## config.mk

```make
export PLATFORM = sky130hd
export DESIGN_NAME = z80_bus_arbiter
export DESIGN_NICKNAME = d
export VERILOG_FILES = /design/src/rtl/z80_bus_arbiter.sv
export SDC_FILE = /design/constraint.sdc
export NUM_CORES = 1
export LEC_CHECK = 0
export BUFFER_PORTS_ARGS = -buffer_cell sky130_fd_sc_hd__buf_2
export CORE_UTILIZATION = 30
export DETAILED_ROUTE_END_ITERATION = 8
export HOLD_SLACK_MARGIN = 0.06
export SKIP_LAST_GASP = 1
export SYNTH_ARGS = -nofsm -noshare
export SYNTH_HDL_FRONTEND = slang
export SYNTH_SLANG_ARGS = --single-unit
```

## constraint.sdc

```tcl
create_clock -name CLK -period 2.7 [get_ports CLK]
set_input_delay 0.405 -clock CLK [delete_from_list [all_inputs] [get_ports CLK]]
set_output_delay 0.405 -clock CLK [all_outputs]
set_load 0.01 [all_outputs]
```

## src/rtl/z80_bus_arbiter.sv

```systemverilog
`default_nettype none
//------------------------------------------------------------------------------
// Module  : z80_bus_arbiter
// Brief   : Round-robin arbiter granting the Z80 bus to one of two external
//           masters via nBUSRQ/nBUSACK. Optional grant watchdog enabled by
//           defining Z80_BUSARB_TIMEOUT_EN.
// Revision: 1.0 - initial release
//------------------------------------------------------------------------------
module z80_bus_arbiter #(
    parameter int TIMEOUT_CYCLES = 1024
) (
    input  logic       CLK,
    input  logic       nRESET,
    input  logic [1:0] req,
    input  logic [1:0] done,
    input  logic       nBUSACK,
    output logic       nBUSRQ,
    output logic [1:0] gnt,
    output logic       owner,
    output logic       busy,
    output logic       timeout
);

    typedef enum logic [1:0] {
        S_IDLE    = 2'd0,
        S_REQ     = 2'd1,
        S_GRANT   = 2'd2,
        S_RELEASE = 2'd3
    } state_t;

    if (TIMEOUT_CYCLES < 2 || TIMEOUT_CYCLES > 65535) begin : g_badTimeout
        $error("z80_bus_arbiter: TIMEOUT_CYCLES must be in 2..65535");
    end

    state_t     r_state;
    logic       r_nBusRq;
    logic [1:0] r_gnt;
    logic       r_owner;
    logic       r_lastGranted;
    logic       r_busy;
    logic       w_sel;
    logic [1:0] w_ownerOneHot;

    // A tie goes to whichever master did not win the previous grant.
    always_comb begin
        w_sel = ~r_lastGranted;
        case (req)
            2'b01:   w_sel = 1'b0;
            2'b10:   w_sel = 1'b1;
            default: w_sel = ~r_lastGranted;
        endcase
    end

    assign w_ownerOneHot = r_owner ? 2'b10 : 2'b01;

`ifdef Z80_BUSARB_TIMEOUT_EN
    localparam logic [15:0] c_TIMEOUT_LAST = 16'(TIMEOUT_CYCLES - 1);
    logic [15:0] r_timeoutCnt;
    logic        r_timeout;
`endif

    always_ff @(posedge CLK) begin
        if (!nRESET) begin
            r_state       <= S_IDLE;
            r_nBusRq      <= 1'b1;
            r_gnt         <= 2'b00;
            r_owner       <= 1'b0;
            r_lastGranted <= 1'b1;
            r_busy        <= 1'b0;
`ifdef Z80_BUSARB_TIMEOUT_EN
            r_timeoutCnt  <= 16'd0;
            r_timeout     <= 1'b0;
`endif
        end else begin
`ifdef Z80_BUSARB_TIMEOUT_EN
            r_timeout <= 1'b0;
`endif
            case (r_state)
                S_IDLE: begin
                    r_gnt    <= 2'b00;
                    r_nBusRq <= 1'b1;
                    r_busy   <= 1'b0;
                    if (|req) begin
                        r_owner  <= w_sel;
                        r_state  <= S_REQ;
                        r_nBusRq <= 1'b0;
                        r_busy   <= 1'b1;
                    end
                end
                // A withdrawn request still waits for BUSACK so the Z80
                // finishes its current bus cycle before we let go.
                S_REQ: begin
                    if (!nBUSACK) begin
                        if (req[r_owner]) begin
                            r_state       <= S_GRANT;
                            r_gnt         <= w_ownerOneHot;
                            r_lastGranted <= r_owner;
`ifdef Z80_BUSARB_TIMEOUT_EN
                            r_timeoutCnt  <= 16'd0;
`endif
                        end else begin
                            r_state  <= S_RELEASE;
                            r_nBusRq <= 1'b1;
                        end
                    end
                end
                S_GRANT: begin
                    if (done[r_owner] || !req[r_owner] || nBUSACK) begin
                        r_state  <= S_RELEASE;
                        r_gnt    <= 2'b00;
                        r_nBusRq <= 1'b1;
                    end
`ifdef Z80_BUSARB_TIMEOUT_EN
                    else if (r_timeoutCnt == c_TIMEOUT_LAST) begin
                        r_state   <= S_RELEASE;
                        r_gnt     <= 2'b00;
                        r_nBusRq  <= 1'b1;
                        r_timeout <= 1'b1;
                    end else begin
                        r_timeoutCnt <= r_timeoutCnt + 16'd1;
                    end
`endif
                end
                S_RELEASE: begin
                    r_gnt    <= 2'b00;
                    r_nBusRq <= 1'b1;
                    if (nBUSACK) begin
                        r_state <= S_IDLE;
                        r_busy  <= 1'b0;
                    end
                end
                default: begin
                    r_state  <= S_IDLE;
                    r_gnt    <= 2'b00;
                    r_nBusRq <= 1'b1;
                    r_busy   <= 1'b0;
                end
            endcase
        end
    end

    assign nBUSRQ = r_nBusRq;
    assign gnt    = r_gnt;
    assign owner  = r_owner;
    assign busy   = r_busy;
`ifdef Z80_BUSARB_TIMEOUT_EN
    assign timeout = r_timeout;
`else
    assign timeout = 1'b0;
`endif

endmodule
`default_nettype wire

```

==> qor.yml <==
status: "finished clean"
first_iter_violations: 11
timing.hold.ws_ns: 0.441
synth_ff_type: "dfxtp_1"
firstDrtPassIters: 4
powerDensity_nw_per_um2: 908
grt_usage_pct: 12.3
peakVddDrop_mv: 0.382
die_h_um: 45.9
syn-cell-area_um2: 579
cp.required_ns: 2.88
io_buffers: 11
diodes: 0
drt_wl_total_um: 1110
grt_start_max_net_pins: 11
final_core_util_pct: 38.4
synth_most_common_cell: "inv_1"
vias: 485
maxClockFrequency_mhz: 593
worstPathCellList: "inv_1 -> ha_1 -> a211oi_1 -> inv_1 -> o21ai_1 -> mux2i_1"
core_um2: 1760
die_w_um: 45.9
finalHoldViolCount: 0
stdcell_count: 104
grt_pass1_wl_um: 1800
synth_seq_area_share_pct: 27.6
rsz0062_at_grt: "no"
ys_ff_latch: 8
fin_skew_ns: 0.00434
yosysUniqueCellTypes: 26
clkTransAtPathRegs_ns: 0.05
antenna_found_initial: 0
slew_violations: 0
initial_core_util_pct: 32.8
startpoint_type: "flop"
grt_pass1_vias: 416
num_io_pins: 13
synth_edf_count: 0
finalSetupTns_ns: 0
synth_warnings: 0
synth_top_area_share_pct: 27.6
cpMostUsedCell: "inv_1"
synth_area_leader_cell: "dfxtp_1"
netlist_top_cells_count: "inv_1 (10), dfxtp_1 (8), ha_1 (8), nand2_1 (8), mux2i_1 (6)"
critPathKind: "reg -> reg"
cts_tree: "done"
wl_per_cell_um: 10.7
pre_cts_ws_ns: 1.02
rows: 15
finalSetupViolCount: 0
max-clock-path-buffers: 2
hold_buffers: 0
ant_nets: 0
worstSetupEndpointType: "flop"
viasPerCell: 4.66
drive_gt1_share_pct: 22.8
min_path_type: "in -> reg"
worstPathMaxFanout: 5
area_growth_pct: 16.8
overflow: 0
nets: 96
cts.sinks: 8
synth_area_per_cell_um2: 8.65
syn_nets: 82
fin_crit_sh_pct: 62.5
synth_area_leaders: "dfxtp_1 (28%), ha_1 (17%), mux2i_1 (10%)"
p_leak_nw: 0.323
slowest_stage: "dfxtp_1"
layout_setup_ws_ns: 1.01
period_needed_ns: 1.69
fin_area_um2: 677
cts-resized-gates: 0
ys_async_sr_fraction_pct: 0
clockRootBuffer: "clkbuf_4"
drc: 0
placed_cells_incl_taps: 101
syn_inst: 67
critPathMaxStageDelay_ns: 0.40
postCtsSetupRepairBufs: 0
clkLatencyLatePin_ns: 0.25
cp.arrival_ns: 1.86
dp_hpwl_um: 907
h-tree-depth: 1
drv_cap: 0
placed_cell_area_um2: 654
gp_congestion: 0.796
finalPower_mw: 0.614
dieArea_um2: 2110
numCtsBuffers: 3
-- cells by family (layout without fill, tap and decap cells) --
family / Yosys count / count (layout) / share of synthesized area, %
AND/OR/NAND/NOR: 17 / 17 / 14.0
adder cells (fa/ha/maj): 8 / 8 / 17.3
AO/OA/AOI/OAI: 13 / 13 / 18.6
flip-flops: 8 / 8 / 27.6
other: 1 / 1 / 0.647
buffers and inverters: 13 / 25 / 9.07
multiplexers: 7 / 7 / 12.7
-- routing by layer --
layer	vias to the layer above	wire length, µm	global-route usage (%)
met4	0	0	3.53
li1	250	-	-
met3	0	56	5.95
met1	222	546	16.2
met5	-	0	0
met2	13	509	17.7
-- cells in the final DEF, fill, tap and decap left out --
cell,n
a21oi_1,1
o31ai_1,1
conb_1,1
inv_2,1
a211o_1,2
mux2i_2,1
nor2_1,3
o21ai_1,1
nand2b_1,2
o211ai_1,1
buf_2,11
mux2i_1,6
ha_1,8
inv_1,10
a222oi_1,1
nor2_4,1
dfxtp_1,8
a22oi_1,1
a221oi_2,1
a22o_1,1
nand2_1,8
a211oi_1,2
a32oi_1,1
clkbuf_4,3
nor2b_1,1
nand3_1,2
-- flip-flops by register name (all words and copies together), names as in the netlist --
register	count
busy	1
nBUSRQ	1
gnt	2
r_state	2
r_lastGranted	1
owner	1
-- path summary, 6_finish.rpt --
kind	start	to	slack [ns]	depth (start not counted)
worst min register to register	nBUSRQ$_SDFFE_PN1P_	nBUSRQ$_SDFFE_PN1P_	0.46	1
worst max register to register	r_state[0]$_SDFFE_PN0P_	r_state[0]$_SDFFE_PN0P_	1.01	6
worst max-delay path	r_state[0]$_SDFFE_PN0P_	r_state[0]$_SDFFE_PN0P_	1.01	6
worst min-delay path	nRESET	r_lastGranted$_SDFFE_PN1P_	0.44	2
-- report_power, final --
part           internal [mW]  switching [mW]  total [mW]
Clock                 0.0507          0.0387      0.0894
Sequential             0.161          0.0389       0.200
Combinational          0.148           0.177       0.325
-- area by class of cell --
| class | count | area [µm²] |
|---|---|---|
| tap | 25 | 31.3 |
| clock buffer | 3 | 22.5 |
| inverter | 11 | 41.3 |
| multi-input combinational | 46 | 367 |
| sequential | 8 | 160 |
| fill | 199 | 1090 |
| timing repair buffer | 11 | 55.1 |
-- critical path, delay by kind of cell, from the launching register on --
| kind | cells | cell delay, ns |
|---|---|---|
| mux | 1 | 0.23 |
| compound gates | 2 | 0.55 |
| buf+inv | 2 | 0.17 |
| flops | 1 | 0.40 |
| fa+ha+maj | 1 | 0.26 |
Power figures use the tool's default switching activity.
